**src/rtl/ctrl_pkg.sv**
```systemverilog
// rtl/ctrl_pkg.sv - shared states, opcode/funct encodings and mux selects for the MIPS control FSM
package ctrl_pkg;

  typedef enum logic [4:0] {
    S_FETCH, S_FETCH_WAIT, S_DECODE, S_MEM_ADDR, S_LW_ACCESS, S_LW_WAIT, S_LW_WB,
    S_SW_ACCESS, S_R_EXEC, S_R_WB, S_I_EXEC, S_I_WB, S_BRANCH, S_JUMP,
    S_JAL_LINK, S_JAL_WB, S_HALT
  } state_t;

  localparam logic [5:0] OP_RTYPE = 6'h00;
  localparam logic [5:0] OP_J     = 6'h02;
  localparam logic [5:0] OP_JAL   = 6'h03;
  localparam logic [5:0] OP_BEQ   = 6'h04;
  localparam logic [5:0] OP_BNE   = 6'h05;
  localparam logic [5:0] OP_BLEZ  = 6'h06;
  localparam logic [5:0] OP_BGTZ  = 6'h07;
  localparam logic [5:0] OP_ADDIU = 6'h09;
  localparam logic [5:0] OP_SLTI  = 6'h0A;
  localparam logic [5:0] OP_SLTIU = 6'h0B;
  localparam logic [5:0] OP_ANDI  = 6'h0C;
  localparam logic [5:0] OP_ORI   = 6'h0D;
  localparam logic [5:0] OP_XORI  = 6'h0E;
  localparam logic [5:0] OP_LW    = 6'h23;
  localparam logic [5:0] OP_SW    = 6'h2B;
  localparam logic [5:0] OP_HALT  = 6'h3F;

  localparam logic [5:0] FN_JR    = 6'h08;
  localparam logic [5:0] FN_MULT  = 6'h18;
  localparam logic [5:0] FN_MULTU = 6'h19;

  localparam logic [5:0] ALU_OP_RTYPE = 6'h00;
  localparam logic [5:0] ALU_OP_ADD   = 6'h09;
  localparam logic [5:0] ALU_OP_PASSA = 6'h3E;

  localparam logic       SRC_A_PC       = 1'b0;
  localparam logic       SRC_A_REG      = 1'b1;
  localparam logic [1:0] SRC_B_REG      = 2'b00;
  localparam logic [1:0] SRC_B_FOUR     = 2'b01;
  localparam logic [1:0] SRC_B_SEXT     = 2'b10;
  localparam logic [1:0] SRC_B_SEXT_SH2 = 2'b11;

  localparam logic [1:0] PC_SRC_ALU     = 2'b00;
  localparam logic [1:0] PC_SRC_ALU_OUT = 2'b01;
  localparam logic [1:0] PC_SRC_JUMP    = 2'b10;

  function automatic logic is_branch_op(input logic [5:0] op);
    return (op == OP_BEQ) || (op == OP_BNE) || (op == OP_BLEZ) || (op == OP_BGTZ);
  endfunction

  function automatic logic is_logical_imm(input logic [5:0] op);
    return (op == OP_ANDI) || (op == OP_ORI) || (op == OP_XORI);
  endfunction

  function automatic logic is_imm_op(input logic [5:0] op);
    return (op == OP_ADDIU) || (op == OP_SLTI) || (op == OP_SLTIU) || is_logical_imm(op);
  endfunction

  function automatic logic is_known_op(input logic [5:0] op);
    return (op == OP_RTYPE) || (op == OP_J) || (op == OP_JAL) || (op == OP_LW) ||
           (op == OP_SW) || (op == OP_HALT) || is_branch_op(op) || is_imm_op(op);
  endfunction

endpackage

```
**src/rtl/mips_ctrl_decode.sv**
```systemverilog
// rtl/mips_ctrl_decode.sv - combinational state-to-control decoder for the multicycle MIPS datapath
module mips_ctrl_decode
  import ctrl_pkg::*;
#(
  parameter int OPC_W   = 6,
  parameter int STATE_W = 5
) (
  input  logic [STATE_W-1:0] state_bits,
  input  logic [OPC_W-1:0]   opcode,
  input  logic [OPC_W-1:0]   funct,
  input  logic               branch_taken,
  output logic               pc_write_en,
  output logic               i_or_d,
  output logic               mem_write,
  output logic               mem_to_reg,
  output logic               ir_write,
  output logic               reg_dst,
  output logic               reg_write,
  output logic               alu_src_a,
  output logic [1:0]         alu_src_b,
  output logic [1:0]         pc_source,
  output logic [5:0]         alu_op,
  output logic               jump_and_link,
  output logic               is_signed,
  output logic               halted,
  output logic               illegal_op
);

  state_t state;
  assign state = state_t'(state_bits);

  always_comb begin
    pc_write_en   = 1'b0;
    i_or_d        = 1'b0;
    mem_write     = 1'b0;
    mem_to_reg    = 1'b0;
    ir_write      = 1'b0;
    reg_dst       = 1'b0;
    reg_write     = 1'b0;
    alu_src_a     = SRC_A_PC;
    alu_src_b     = SRC_B_REG;
    pc_source     = PC_SRC_ALU;
    alu_op        = ALU_OP_ADD;
    jump_and_link = 1'b0;
    is_signed     = 1'b0;
    halted        = 1'b0;
    illegal_op    = 1'b0;
    unique case (state)
      S_FETCH: alu_src_b = SRC_B_FOUR;
      // PC+4 computed combinationally through the ALU and loaded alongside IR
      S_FETCH_WAIT: begin
        alu_src_b   = SRC_B_FOUR;
        ir_write    = 1'b1;
        pc_write_en = 1'b1;
      end
      S_DECODE: begin
        alu_src_b  = SRC_B_SEXT_SH2;
        is_signed  = 1'b1;
        illegal_op = !is_known_op(opcode);
      end
      S_MEM_ADDR: begin
        alu_src_a = SRC_A_REG;
        alu_src_b = SRC_B_SEXT;
        is_signed = 1'b1;
      end
      S_LW_ACCESS, S_LW_WAIT: i_or_d = 1'b1;
      S_LW_WB: begin
        mem_to_reg = 1'b1;
        reg_write  = 1'b1;
      end
      S_SW_ACCESS: begin
        i_or_d    = 1'b1;
        mem_write = 1'b1;
      end
      S_R_EXEC: begin
        alu_src_a   = SRC_A_REG;
        alu_op      = ALU_OP_RTYPE;
        pc_write_en = (funct == FN_JR);
      end
      S_R_WB: begin
        reg_dst   = 1'b1;
        reg_write = 1'b1;
        alu_op    = ALU_OP_RTYPE;
      end
      S_I_EXEC: begin
        alu_src_a = SRC_A_REG;
        alu_src_b = SRC_B_SEXT;
        alu_op    = opcode;
        is_signed = !is_logical_imm(opcode);
      end
      S_I_WB: begin
        reg_write = 1'b1;
        alu_op    = opcode;
        is_signed = !is_logical_imm(opcode);
      end
      S_BRANCH: begin
        alu_src_a   = SRC_A_REG;
        alu_op      = opcode;
        pc_source   = PC_SRC_ALU_OUT;
        pc_write_en = branch_taken;
      end
      S_JUMP: begin
        pc_source   = PC_SRC_JUMP;
        pc_write_en = 1'b1;
      end
      S_JAL_LINK: alu_op = ALU_OP_PASSA;
      S_JAL_WB: begin
        jump_and_link = 1'b1;
        reg_write     = 1'b1;
        pc_source     = PC_SRC_JUMP;
        pc_write_en   = 1'b1;
      end
      S_HALT: halted = 1'b1;
      default: ;
    endcase
  end

endmodule

```
**src/rtl/mips_ctrl_fsm.sv**
```systemverilog
// rtl/mips_ctrl_fsm.sv - multicycle MIPS control FSM: state register, next-state logic, output decoder
module mips_ctrl_fsm
  import ctrl_pkg::*;
#(
  parameter int OPC_W   = 6,
  parameter int STATE_W = 5
) (
  input  logic             clk,
  input  logic             rst,
  input  logic             run,
  input  logic [OPC_W-1:0] opcode,
  input  logic [OPC_W-1:0] funct,
  input  logic             branch_taken,
  output logic             pc_write_en,
  output logic             i_or_d,
  output logic             mem_write,
  output logic             mem_to_reg,
  output logic             ir_write,
  output logic             reg_dst,
  output logic             reg_write,
  output logic             alu_src_a,
  output logic [1:0]       alu_src_b,
  output logic [1:0]       pc_source,
  output logic [5:0]       alu_op,
  output logic             jump_and_link,
  output logic             is_signed,
  output logic             halted,
  output logic             illegal_op
);

  state_t state;

  always_ff @(posedge clk or negedge rst) begin
    if (!rst) begin
      state <= S_FETCH;
    end else begin
      unique case (state)
        S_FETCH:      if (run) state <= S_FETCH_WAIT;
        S_FETCH_WAIT: state <= S_DECODE;
        S_DECODE: begin
          if (opcode == OP_LW || opcode == OP_SW) state <= S_MEM_ADDR;
          else if (opcode == OP_RTYPE)            state <= S_R_EXEC;
          else if (is_branch_op(opcode))          state <= S_BRANCH;
          else if (opcode == OP_J)                state <= S_JUMP;
          else if (opcode == OP_JAL)              state <= S_JAL_LINK;
          else if (is_imm_op(opcode))             state <= S_I_EXEC;
          else if (opcode == OP_HALT)             state <= S_HALT;
          else                                    state <= S_FETCH;
        end
        S_MEM_ADDR:   state <= (opcode == OP_LW) ? S_LW_ACCESS : S_SW_ACCESS;
        S_LW_ACCESS:  state <= S_LW_WAIT;
        S_LW_WAIT:    state <= S_LW_WB;
        // JR and the HI/LO-only multiplies retire without a register writeback
        S_R_EXEC: begin
          if (funct == FN_JR || funct == FN_MULT || funct == FN_MULTU) state <= S_FETCH;
          else state <= S_R_WB;
        end
        S_I_EXEC:     state <= S_I_WB;
        S_JAL_LINK:   state <= S_JAL_WB;
        S_HALT:       state <= S_HALT;
        default:      state <= S_FETCH;
      endcase
    end
  end

  mips_ctrl_decode #(
    .OPC_W   (OPC_W),
    .STATE_W (STATE_W)
  ) u_decode (
    .state_bits    (STATE_W'(state)),
    .opcode        (opcode),
    .funct         (funct),
    .branch_taken  (branch_taken),
    .pc_write_en   (pc_write_en),
    .i_or_d        (i_or_d),
    .mem_write     (mem_write),
    .mem_to_reg    (mem_to_reg),
    .ir_write      (ir_write),
    .reg_dst       (reg_dst),
    .reg_write     (reg_write),
    .alu_src_a     (alu_src_a),
    .alu_src_b     (alu_src_b),
    .pc_source     (pc_source),
    .alu_op        (alu_op),
    .jump_and_link (jump_and_link),
    .is_signed     (is_signed),
    .halted        (halted),
    .illegal_op    (illegal_op)
  );

endmodule

```
**config.mk**
```make
export PLATFORM = sky130hd
export DESIGN_NAME = mips_ctrl_fsm
export DESIGN_NICKNAME = d
export VERILOG_FILES = /design/src/rtl/ctrl_pkg.sv /design/src/rtl/mips_ctrl_decode.sv /design/src/rtl/mips_ctrl_fsm.sv
export SDC_FILE = /design/constraint.sdc
export NUM_CORES = 1
export LEC_CHECK = 0
export ABC_CLOCK_PERIOD_IN_PS = 4600
export CAP_MARGIN = 20
export CORE_MARGIN = 1.5
export CORE_UTILIZATION = 40
export CTS_CLUSTER_SIZE = 16
export DETAILED_ROUTE_END_ITERATION = 8
export GPL_TIMING_DRIVEN = 0
export PLACE_DENSITY = 0.79
export SYNTH_ARGS = -nofsm -noshare
export SYNTH_HDL_FRONTEND = slang
export SYNTH_SLANG_ARGS = --single-unit
```
**constraint.sdc**
```tcl
create_clock -name clk -period 4.6 [get_ports clk]
set_clock_uncertainty 0.05 [all_clocks]
set_input_delay 0.92 -clock clk [delete_from_list [all_inputs] [get_ports clk]]
set_output_delay 0.92 -clock clk [all_outputs]
set_load 0.05 [all_outputs]
```
; ---- Word-level counts from Yosys, hierarchy flattened
; Cells that the tools add are included.
[word_totals]
output_inout_bits = 22
register_bits = 5
elab_cells = 95
in_bits = 16
[op_classes]
n_eq_ne = 35
n_reduce_logical = 33
mux = 26
[ops]
columns = op, count
row1 = $pmux W5 S10, 1
row2 = $eq A6 B4 Y1 const B, 7
row3 = $eq A5 B4 Y1 const B, 8
row4 = $mux W5, 8
row5 = $eq A6 B3 Y1 const B, 4
row6 = $eq A5 B3 Y1 const B, 4
row7 = $eq A6 B6 Y1 const B, 3
row8 = $logic_or A1 B1 Y1, 18
row9 = $pmux W6 S3, 1
row10 = $eq A6 B2 Y1 const B, 2
row11 = $eq A6 B5 Y1 const B, 2
row12 = $reduce_or A2 Y1, 6
row13 = $eq A5 B2 Y1 const B, 2
row14 = $mux W1, 10
row15 = $reduce_or A3 Y1, 3
row16 = $reduce_or A4 Y1, 2
row17 = $logic_not A6 Y1, 1
row18 = $pmux W2 S3, 1
row19 = $eq A5 B1 Y1 const B, 1
row20 = $eq A5 B5 Y1 const B, 1
row21 = $logic_not A5 Y1, 1
row22 = $mux W4, 1
row23 = $pmux W2 S2, 1
row24 = $pmux W1 S3, 1
row25 = other kinds (4), 5

; ---- Longest topological paths before layout
; Gate-level depths: netlist (run 1).
[depth]
depth_word = 11
mapped_depth = 6
mapped_depth_nobuf = 4

; ---- Modules after synthesis
; A second synthesis (run 1) with hierarchy kept.
[unflattened]
hier_cells = 135
area_unflattened_um2 = 919.6
[modules_own_cells]
columns = mod, cells_per_inst, instances, area_each_um2, seq_area_each_um2
row1 = mips_ctrl_fsm, 59, 1, 488.0, 125.1
row2 = mips_ctrl_decode, 76, 1, 431.7, 0.0

; ---- Worst setup path after synthesis (run 1)
; OpenSTA, ideal clock, no wires.
[synth_timing]
path_kind = input port to output port
from = input opcode[0]
to = output illegal_op
arrival_time_ns = 2.672
path_buffers = 1
setup_slack_ns = 0.958
required_time_ns = 3.630
stages = 5
cell_sequence = clkbuf_1 xor2_1 nand2_1 o211ai_1 nor3b_1
[synth_between]
elab_chain_cells = 10
word_cells_on_any_way = 33
cone_classes = eq/ne (15) / mux (1) / reduce/logical (17)
[synth_lines]
columns = element, line_no
row1 = "start, declared", mips_ctrl_fsm.sv:11  ; input logic [OPC_W-1:0] opcode,
row2 = $eq A6 B2 Y1 or $logic_not A6 Y1 (tied branches), ctrl_pkg.sv:59  ; return (op == OP_RTYPE) || (op == OP_J) || (op == OP_JAL) || (op == OP_LW) ||
row3 = $logic_or A1 B1 Y1 (4 in series), ctrl_pkg.sv:59
row4 = $logic_or A1 B1 Y1 (2 in series), ctrl_pkg.sv:60  ; (op == OP_SW) || (op == OP_HALT) || is_branch_op(op) || is_imm_op(op);
row5 = $logic_or A1 B1 Y1 (*), ctrl_pkg.sv:60
row6 = $logic_not A1 Y1 (*), mips_ctrl_decode.sv:59  ; illegal_op = !is_known_op(opcode);
row7 = $mux W1 (*), mips_ctrl_decode.sv:48  ; unique case (state)
row8 = "end, declared", mips_ctrl_fsm.sv:28  ; output logic illegal_op
; Mark *: on every way between the ends. The rest lies on a longest branch, timed or not.

; ---- Final worst setup path (run 1)
[layout_timing]
from = input opcode[2]
to = output illegal_op
; The elaborated chain is that of the path after synthesis.

==> impl_metrics.prom, run 1 <==
# TYPE chip_impl_metric gauge
chip_impl_metric{name="met2WireLength",unit="um"} 1270
chip_impl_metric{name="grt_overflow",unit=""} 0
chip_impl_info{name="cts_tree",value="built"} 1
chip_impl_metric{name="setup_total_negative_slack",unit="ps"} 0
chip_impl_metric{name="synth_warn",unit=""} 0
chip_impl_info{name="synth_commonest_cells",value="sky130_fd_sc_hd__nand2_1, sky130_fd_sc_hd__nor2_1, sky130_fd_sc_hd__a21oi_1, sky130_fd_sc_hd__o21ai_0"} 1
chip_impl_metric{name="htreeDepth",unit=""} 1
chip_impl_info{name="ff_to_ff_end",value="state[0]$_DFFE_PN0P_"} 1
chip_impl_metric{name="timing_worst_slew_pin_value",unit="ps"} 512
chip_impl_metric{name="wire_per_inst",unit="um"} 13.9
chip_impl_metric{name="clock_path_buffers",unit=""} 2
chip_impl_metric{name="first_global_vias",unit=""} 902
chip_impl_metric{name="cp.arrival",unit="ps"} 2910
chip_impl_info{name="cp-end-kind",value="primary output"} 1
chip_impl_info{name="crit_start",value="opcode[2]"} 1
chip_impl_info{name="outcome",value="finished clean"} 1
chip_impl_metric{name="synth_cells",unit=""} 125
chip_impl_metric{name="stages_on_worst_setup_path",unit=""} 5
chip_impl_metric{name="row_count",unit=""} 15
chip_impl_metric{name="via_per_inst",unit=""} 5.74
chip_impl_metric{name="slew-limit-headroom",unit="%"} 65.7
chip_impl_metric{name="vdd.ir_drop.worst",unit="mV"} 0.249
chip_impl_metric{name="synth_largest_type_area_fraction",unit="%"} 15.8
chip_impl_metric{name="required",unit="ps"} 3630
chip_impl_info{name="hold_path.class",value="reg2reg"} 1
chip_impl_metric{name="io_buffer_count",unit=""} 34
chip_impl_metric{name="first_iter_violations",unit=""} 27
chip_impl_info{name="largest-register",value="state"} 1
chip_impl_metric{name="sequential_cell_area",unit="um^2"} 125
chip_impl_metric{name="share_of_cells_above_drive_strength_1",unit="%"} 6.75
chip_impl_metric{name="postSynthRegisterBits",unit=""} 5
chip_impl_metric{name="post-route-min-period",unit="ps"} 3880
chip_impl_metric{name="post_layout_nonfiller_instances",unit=""} 188
chip_impl_metric{name="timing.fmax",unit="MHz"} 257
chip_impl_metric{name="place_inst",unit=""} 184
chip_impl_metric{name="antenna_cells_inserted",unit=""} 0
chip_impl_metric{name="clock_sinks",unit=""} 5
chip_impl_metric{name="drt_pre_antenna_iters",unit=""} 4
chip_impl_metric{name="met1_length",unit="um"} 1160
chip_impl_metric{name="cts-hold-fix-buffers",unit=""} 0
chip_impl_metric{name="post_cts.repair.setup_buffers",unit=""} 0
chip_impl_metric{name="postSynth.asyncResetShare",unit="%"} 100
chip_impl_info{name="cpMostUsedCell",value="sky130_fd_sc_hd__clkdlybuf4s50_1"} 1
chip_impl_info{name="reg_top3",value="state x5"} 1
chip_impl_info{name="critPathCapture",value="illegal_op"} 1
chip_impl_metric{name="dp_slack",unit="ps"} 740
chip_impl_metric{name="fp.dieW",unit="um"} 47.4
chip_impl_metric{name="gpl.final_weighted_congestion",unit=""} 0.903
chip_impl_metric{name="die_area",unit="um^2"} 2250
chip_impl_info{name="top_layer",value="met4"} 1
chip_impl_metric{name="power_leakage",unit="nW"} 0.425
chip_impl_info{name="library_cell_with_the_largest_summed_area_after_synthesis",value="sky130_fd_sc_hd__dfrtp_1"} 1
chip_impl_metric{name="post_synth_num_cell_types",unit=""} 39
chip_impl_metric{name="drtAntennaViolNets",unit=""} 0
chip_impl_metric{name="synth_enable_flop_cells",unit=""} 0
chip_impl_metric{name="syn-cell-area",unit="um^2"} 790
chip_impl_metric{name="grt_pass1_wl",unit="um"} 3920
chip_impl_metric{name="post-route-drc-count",unit=""} 0
chip_impl_metric{name="total_half_perimeter_wirelength_after_legalization_and_detailed_placement",unit="um"} 2060
chip_impl_metric{name="worst-path-max-fanout",unit=""} 8
chip_impl_metric{name="setup_violations",unit=""} 0
chip_impl_metric{name="nFillCells",unit=""} 171
chip_impl_metric{name="timing.reg2reg.worst_path_depth",unit=""} 5
chip_impl_metric{name="grt_antenna_before_repair",unit=""} 0
chip_impl_metric{name="finalCritPeriodShare",unit="%"} 84.5
chip_impl_metric{name="critical_path.n_buffers_inverters",unit=""} 2
chip_impl_info{name="cts_root_buf",value="sky130_fd_sc_hd__clkbuf_4"} 1
chip_impl_metric{name="number_of_nets_in_the_layout",unit=""} 180
chip_impl_metric{name="finalMaxSlewViolations",unit=""} 0
chip_impl_info{name="critical_path_class",value="in2out"} 1
chip_impl_metric{name="report.power.total",unit="mW"} 0.664
chip_impl_metric{name="initial_utilization",unit="%"} 44.3
chip_impl_metric{name="finalWirelength",unit="um"} 2620
chip_impl_metric{name="coreArea",unit="um^2"} 1780
chip_impl_metric{name="timing.max_cap.violations",unit=""} 0
chip_impl_metric{name="worst_slack",unit="ps"} 715
chip_impl_metric{name="cts_resized",unit=""} 0
chip_impl_metric{name="cts.clk_slew.worst_paths",unit="ps"} 50
chip_impl_info{name="rr_startpoint",value="state[4]$_DFFE_PN0P_"} 1
chip_impl_metric{name="multi_input_comb_area",unit="um^2"} 599
chip_impl_info{name="synth_top_flop_cell",value="sky130_fd_sc_hd__dfrtp_1"} 1
chip_impl_metric{name="synth-seq-area-share",unit="%"} 15.8
chip_impl_info{name="crit_family",value="buffers and inverters"} 1
chip_impl_metric{name="max_reg_flops",unit=""} 5
chip_impl_metric{name="routed-via-count",unit=""} 1079
chip_impl_metric{name="area_growth",unit="%"} 50.6
chip_impl_metric{name="largest_net_degree_at_the_start_of_global_routing",unit=""} 11
chip_impl_info{name="crit_path_start_kind",value="primary input"} 1
chip_impl_metric{name="grtUsageTotal",unit="%"} 24.1
chip_impl_metric{name="timing.final.hold_violations",unit=""} 0
chip_impl_metric{name="detailroute.wirelength.met3",unit="um"} 178
chip_impl_metric{name="r2r_setup_slack",unit="ps"} 2870
chip_impl_metric{name="postSynthNetCount",unit=""} 141
chip_impl_info{name="setup_repair_after_global_routing_missed_its_margin",value="false"} 1
chip_impl_metric{name="avgSynthCellArea",unit="um^2"} 6.32
chip_impl_metric{name="cp_slowest_stage_delay",unit="ps"} 830
chip_impl_metric{name="die_height",unit="um"} 47.4
chip_impl_metric{name="later_pin_clock_latency_in_the_skew_report",unit="ps"} 250
chip_impl_metric{name="cts_buffers",unit=""} 3
chip_impl_metric{name="power_density",unit="nW/um^2"} 558
chip_impl_metric{name="top_level_ports",unit=""} 38
chip_impl_info{name="crit_path_top_delay_cell",value="sky130_fd_sc_hd__clkdlybuf4s50_1"} 1
chip_impl_info{name="synth_most_common_cell",value="sky130_fd_sc_hd__nand2_1"} 1
chip_impl_info{name="dominant_cells_by_area_after_synthesis",value="sky130_fd_sc_hd__dfrtp_1, sky130_fd_sc_hd__nand2_1, sky130_fd_sc_hd__a21oi_1, sky130_fd_sc_hd__o21ai_0, sky130_fd_sc_hd__nor3_1"} 1
chip_impl_info{name="path_cells",value="clkdlybuf4s50_1 > nand2_1 > o211ai_1 > nor3b_1 > clkdlybuf4s50_1"} 1
-- layout by cell type (no fill, tap or decap), types with 3 or more instances in the layout --
cell type and count:
sky130_fd_sc_hd__clkdlybuf4s50_1 34, sky130_fd_sc_hd__nand2_1 17, sky130_fd_sc_hd__nor2_1 11, sky130_fd_sc_hd__o21ai_0 10
sky130_fd_sc_hd__a21oi_1 10, sky130_fd_sc_hd__clkbuf_1 9, sky130_fd_sc_hd__nor3_1 9, sky130_fd_sc_hd__dfrtp_1 5
sky130_fd_sc_hd__nand2b_1 4, sky130_fd_sc_hd__a31oi_1 4, sky130_fd_sc_hd__nand3_1 4, sky130_fd_sc_hd__nor2b_1 3
sky130_fd_sc_hd__inv_1 3, sky130_fd_sc_hd__or3_1 3, sky130_fd_sc_hd__clkbuf_4 3
-- layer usage --
layer	track usage, %	vias to the layer above
li1	-	532
met1	31.1	491
met2	42.2	54
met3	5.28	2
met4	3.33	0
met5	0	-
-- worst register-to-register path, delay by kind of cell (launching register included) --
family                 cells  cell delay (ps)
and+or+nand+nor            3              840
AOI/OAI and AO/OA          1              210
DFF                        1              350
buffers and inverters      1              200
-- power breakdown --
group / internal, mW / switching, mW
Clock: 0.0317 / 0.0215
Combinational: 0.187 / 0.358
Sequential: 0.0579 / 0.00769
-- metrics by stage --
stage,hold WS (ps),area [um^2],utilization [%]
final,698,1190,66.7
after detailed placement,693,1160,65.1
after global placement,677,1160,65.1
after global routing,754,1190,66.7
after CTS,699,1190,66.7
after floorplan,574,790,-
-- cell type report --
class	instances	share of cell area (%)
well taps	25	2.63
flip-flops and latches	5	10.5
clock buffers	3	1.89
multi-input cells	105	50.4
plain buffers	12	4.53
inverters	3	0.947
repair buffers	34	28.6
clock inverters	1	0.421
-- worst min path at each step --
stage	start	endpoint	slack (ps)	cells after the start
5_1_grt	state[2]$_DFFE_PN0P_	state[3]$_DFFE_PN0P_	750	4
3_3_place_gp	state[2]$_DFFE_PN0P_	state[3]$_DFFE_PN0P_	680	4
3_5_place_dp	state[3]$_DFFE_PN0P_	state[3]$_DFFE_PN0P_	690	3
2_1_floorplan	rst	state[0]$_DFFE_PN0P_	570	0
6_report	state[3]$_DFFE_PN0P_	state[3]$_DFFE_PN0P_	700	3
4_1_cts	state[3]$_DFFE_PN0P_	state[3]$_DFFE_PN0P_	700	3
-- kinds of logic after synthesis --
group / count (synthesis) / share of synthesized area [%]
AOI/OAI and AO/OA: 38 / 30.6
xor gates and xnor gates: 1 / 1.11
buffers and inverters: 15 / 8.24
and+or+nand+nor: 66 / 44.2
DFF: 5 / 15.8
No activity file was read; power rests on OpenSTA's default activity.
==> inputs of run 2 (changes only) <==
- ABC_CLOCK_PERIOD_IN_PS: 4600 -> 3850
- clock period: 4.6 -> 3.85 ns (I/O delays scaled with it)
==> results of run 2 <==
Same layout as run 1 (identical final DEF). Status: finished clean.
Among the figures that moved: setup slack after placement 740 ps -> 290 ps; setup slack after layout 715 ps -> 265 ps; hold slack 698 ps -> 695 ps; register-to-register setup slack 2870 ps -> 2120 ps; total power 0.664 mW -> 0.793 mW; worst IR drop on VDD 0.249 mV -> 0.297 mV
==> inputs of run 3 (changes only) <==
- ABC_AREA: not set -> 1
- CORE_UTILIZATION: 40 -> 39
==> run 3 against run 2 <==
Effect of this change:
- clock-buffer cell count increased by 1
- register-to-register slack improved by 370 ps
- wire length is 20% lower
- critical endpoint unchanged
- non-clock buffer count shrank 7
- first-iteration DRC count down 48%
- sequential power grew 21%
- sequential cell count did not move
- critical path type unchanged
- largest power group unchanged
- total power increased by 2.5%
- area after synthesis shrank 7.1%
- final cell count rose by 1.6%
- die area down 4.4%
- global-route usage is 2.7 points lower
==> impl_metrics.prom, run 3 <==
# TYPE chip_impl_metric gauge
chip_impl_metric{name="vdd.ir_drop.worst",unit="mV"} 0.324
chip_impl_metric{name="gpl.final_weighted_congestion",unit=""} 0.897
chip_impl_info{name="leading_cell_type_in_the_layout_fill_and_taps_excluded",value="sky130_fd_sc_hd__clkdlybuf4s50_1"} 1
chip_impl_metric{name="postSynthNetCount",unit=""} 141
chip_impl_metric{name="area_growth",unit="%"} 58.4
chip_impl_metric{name="r2r_setup_slack",unit="ps"} 2490
chip_impl_metric{name="post-route-drc-count",unit=""} 0
chip_impl_info{name="reg_top3",value="state x5"} 1
chip_impl_metric{name="later_pin_clock_latency_in_the_skew_report",unit="ps"} 250
chip_impl_metric{name="pwr-share-clk",unit="%"} 7.6
chip_impl_metric{name="share_seq_of_total_power",unit="%"} 11.7
chip_impl_info{name="cp-end-kind",value="primary output"} 1
chip_impl_metric{name="clock_sinks",unit=""} 5
chip_impl_metric{name="report.power.total",unit="mW"} 0.813
chip_impl_metric{name="internal_power",unit="mW"} 0.323
chip_impl_info{name="most_frequent_cells_in_the_layout",value="sky130_fd_sc_hd__clkdlybuf4s50_1, sky130_fd_sc_hd__nand2_1, sky130_fd_sc_hd__nor2_1, sky130_fd_sc_hd__inv_1, sky130_fd_sc_hd__nand3_1"} 1
chip_impl_metric{name="fp.dieW",unit="um"} 46.4
chip_impl_metric{name="avgSynthCellArea",unit="um^2"} 5.87
chip_impl_metric{name="cts_resized",unit=""} 0
chip_impl_metric{name="routed-via-count",unit=""} 969
chip_impl_metric{name="die_area",unit="um^2"} 2150
chip_impl_metric{name="syn-cell-area",unit="um^2"} 733
chip_impl_metric{name="timing_worst_slew_pin_value",unit="ps"} 510
chip_impl_metric{name="cp.arrival",unit="ps"} 2640
chip_impl_metric{name="row_count",unit=""} 15
chip_impl_metric{name="sequential_cell_area",unit="um^2"} 125
chip_impl_info{name="cts_tree",value="built"} 1
chip_impl_metric{name="synth_enable_flop_cells",unit=""} 0
chip_impl_info{name="rr_startpoint",value="state[0]$_DFFE_PN0P_"} 1
chip_impl_metric{name="timing.max_cap.violations",unit=""} 0
chip_impl_info{name="crit_path_start_kind",value="primary input"} 1
chip_impl_metric{name="timing.reg2reg.worst_path_depth",unit=""} 7
chip_impl_info{name="outcome",value="finished clean"} 1
chip_impl_metric{name="largest_net_degree_at_the_start_of_global_routing",unit=""} 10
chip_impl_metric{name="post_cts.repair.setup_buffers",unit=""} 0
chip_impl_metric{name="grt_pass1_wl",unit="um"} 3390
chip_impl_info{name="setup_repair_after_global_routing_missed_its_margin",value="false"} 1
chip_impl_metric{name="drt_pre_antenna_iters",unit=""} 4
chip_impl_info{name="cts_root_buf",value="sky130_fd_sc_hd__clkbuf_4"} 1
chip_impl_metric{name="post-route-min-period",unit="ps"} 3460
chip_impl_metric{name="synth_largest_type_area_fraction",unit="%"} 17.1
chip_impl_metric{name="number_of_nets_in_the_layout",unit=""} 183
chip_impl_metric{name="drtAntennaViolNets",unit=""} 0
chip_impl_metric{name="cts-hold-fix-buffers",unit=""} 0
chip_impl_metric{name="post_synth_num_cell_types",unit=""} 26
chip_impl_metric{name="synth-seq-area-share",unit="%"} 17.1
chip_impl_metric{name="top_level_ports",unit=""} 38
chip_impl_metric{name="grtUsageTotal",unit="%"} 21.4
chip_impl_info{name="synth_most_common_cell",value="sky130_fd_sc_hd__nand2_1"} 1
chip_impl_metric{name="antenna_cells_inserted",unit=""} 0
chip_impl_info{name="dominant_cells_by_area_after_synthesis",value="sky130_fd_sc_hd__dfrtp_1, sky130_fd_sc_hd__nand2_1, sky130_fd_sc_hd__nand3_1, sky130_fd_sc_hd__nor2_1, sky130_fd_sc_hd__inv_1"} 1
chip_impl_metric{name="cts_buffers",unit=""} 3
chip_impl_metric{name="grt_overflow",unit=""} 0
chip_impl_metric{name="via_per_inst",unit=""} 5.07
chip_impl_metric{name="worst-path-max-fanout",unit=""} 6
chip_impl_metric{name="postSynthRegisterBits",unit=""} 5
chip_impl_metric{name="die_height",unit="um"} 46.4
chip_impl_metric{name="power_density",unit="nW/um^2"} 700
chip_impl_metric{name="total_switching_power",unit="mW"} 0.490
chip_impl_metric{name="nFillCells",unit=""} 164
chip_impl_metric{name="setup_violations",unit=""} 0
chip_impl_metric{name="timing.fmax",unit="MHz"} 289
chip_impl_info{name="ff_to_ff_end",value="state[0]$_DFFE_PN0P_"} 1
chip_impl_metric{name="postSynth.asyncResetShare",unit="%"} 100
chip_impl_metric{name="grt_antenna_before_repair",unit=""} 0
chip_impl_info{name="library_cell_with_the_largest_summed_area_after_synthesis",value="sky130_fd_sc_hd__dfrtp_1"} 1
chip_impl_info{name="crit_start",value="opcode[4]"} 1
chip_impl_metric{name="first_global_vias",unit=""} 872
chip_impl_metric{name="finalWirelength",unit="um"} 2100
chip_impl_metric{name="share_of_cells_above_drive_strength_1",unit="%"} 12.0
chip_impl_info{name="synth_commonest_cells",value="sky130_fd_sc_hd__nand2_1, sky130_fd_sc_hd__nor2_1, sky130_fd_sc_hd__inv_1"} 1
chip_impl_metric{name="power_leakage",unit="nW"} 0.518
chip_impl_metric{name="share_comb_of_total_power",unit="%"} 80.7
chip_impl_metric{name="setup_total_negative_slack",unit="ps"} 0
chip_impl_metric{name="initial_utilization",unit="%"} 42.0
chip_impl_info{name="synth_top_flop_cell",value="sky130_fd_sc_hd__dfrtp_1"} 1
chip_impl_metric{name="cts.clk_slew.worst_paths",unit="ps"} 40
chip_impl_info{name="min-delay-start",value="state[3]$_DFFE_PN0P_"} 1
chip_impl_metric{name="synth_cells",unit=""} 125
chip_impl_info{name="critical_path_class",value="in2out"} 1
chip_impl_metric{name="finalMaxSlewViolations",unit=""} 0
chip_impl_metric{name="netSwitchingFraction",unit="%"} 60.3
chip_impl_metric{name="timing.final.hold_violations",unit=""} 0
chip_impl_metric{name="max_reg_flops",unit=""} 5
chip_impl_info{name="critPathCapture",value="illegal_op"} 1
chip_impl_metric{name="wire_per_inst",unit="um"} 11.0
chip_impl_metric{name="coreArea",unit="um^2"} 1750
chip_impl_metric{name="finalCritPeriodShare",unit="%"} 89.8
chip_impl_metric{name="fin_worst_hold_slack",unit="ps"} 661
chip_impl_metric{name="htreeDepth",unit=""} 1
chip_impl_info{name="hold_path.class",value="reg2reg"} 1
chip_impl_metric{name="first_iter_violations",unit=""} 14
chip_impl_metric{name="total_half_perimeter_wirelength_after_legalization_and_detailed_placement",unit="um"} 1780
chip_impl_metric{name="multi_input_comb_area",unit="um^2"} 507
chip_impl_metric{name="slew-limit-headroom",unit="%"} 65.9
chip_impl_metric{name="required",unit="ps"} 3030
chip_impl_info{name="largest-register",value="state"} 1
chip_impl_metric{name="io_buffer_count",unit=""} 37
chip_impl_metric{name="synth_warn",unit=""} 0
chip_impl_metric{name="clock_path_buffers",unit=""} 2
-- run 3: how the worst min path moves through the flow --
stage / cells past startpoint / slack, ps / endpoint
after floorplan: 0 / 420 / state[0]$_DFFE_PN0P_
after global placement: 3 / 660 / state[1]$_DFFE_PN0P_
after detailed placement: 3 / 660 / state[1]$_DFFE_PN0P_
after CTS: 3 / 670 / state[1]$_DFFE_PN0P_
after global routing: 1 / 690 / state[2]$_DFFE_PN0P_
final: 3 / 660 / state[1]$_DFFE_PN0P_
-- run 3: power groups by stage --
stage / logic, mW / registers (mW) / clock network (mW)
final: 0.656 / 0.0948 / 0.0621
after global routing: 0.696 / 0.0968 / 0.0691
after CTS: 0.657 / 0.0943 / 0.0648
after detailed placement: 0.656 / 0.0949 / 0
after global placement: 0.654 / 0.0946 / 0
after floorplan: 0.474 / 0.0895 / 0
-- run 3: worst max-delay path: stages --
cell                              delay (ps)
sky130_fd_sc_hd__clkdlybuf4s50_1         460
sky130_fd_sc_hd__nor2_1                  310
sky130_fd_sc_hd__nand3_1                 200
sky130_fd_sc_hd__nand4_1                 140
sky130_fd_sc_hd__nor2_1                   50
sky130_fd_sc_hd__clkdlybuf4s50_1         700
-- run 3: metal layers --
metal / part of all wire [%] / wire length (um) / global-route usage (%)
met1: 44 / 924 / 25.8
met2: 49 / 1040 / 38.3
met3: 5.0 / 106 / 4.31
met4: 1.5 / 31 / 5.14
met5: 0 / 0 / 0
-- run 3: layout make-up --
class / instances / share of cell area (%)
multi-input combinational: 96 / 43.6
timing repair buffer: 37 / 31.9
sequential: 5 / 10.8
inverter: 22 / 7.11
tap: 25 / 2.69
clock buffer: 4 / 2.26
buffer: 2 / 1.62
-- run 3: kinds of logic (layout without fill, tap and decap cells) --
family / Yosys count / in the layout / share of synthesized area (%)
DFF: 5 / 5 / 17.1
and+or+nand+nor: 76 / 76 / 51.4
buffers and inverters: 24 / 65 / 13.8
AOI/OAI and AO/OA: 20 / 20 / 17.7
-- run 3: stage by stage --
stage	area (um^2)	cells	setup slack, ps	utilization (%)
after floorplan	733	125	809	-
after global placement	1130	187	407	65.0
after detailed placement	1130	187	402	65.0
after CTS	1160	191	391	66.5
after global routing	1160	191	289	66.5
final	1160	191	392	66.5
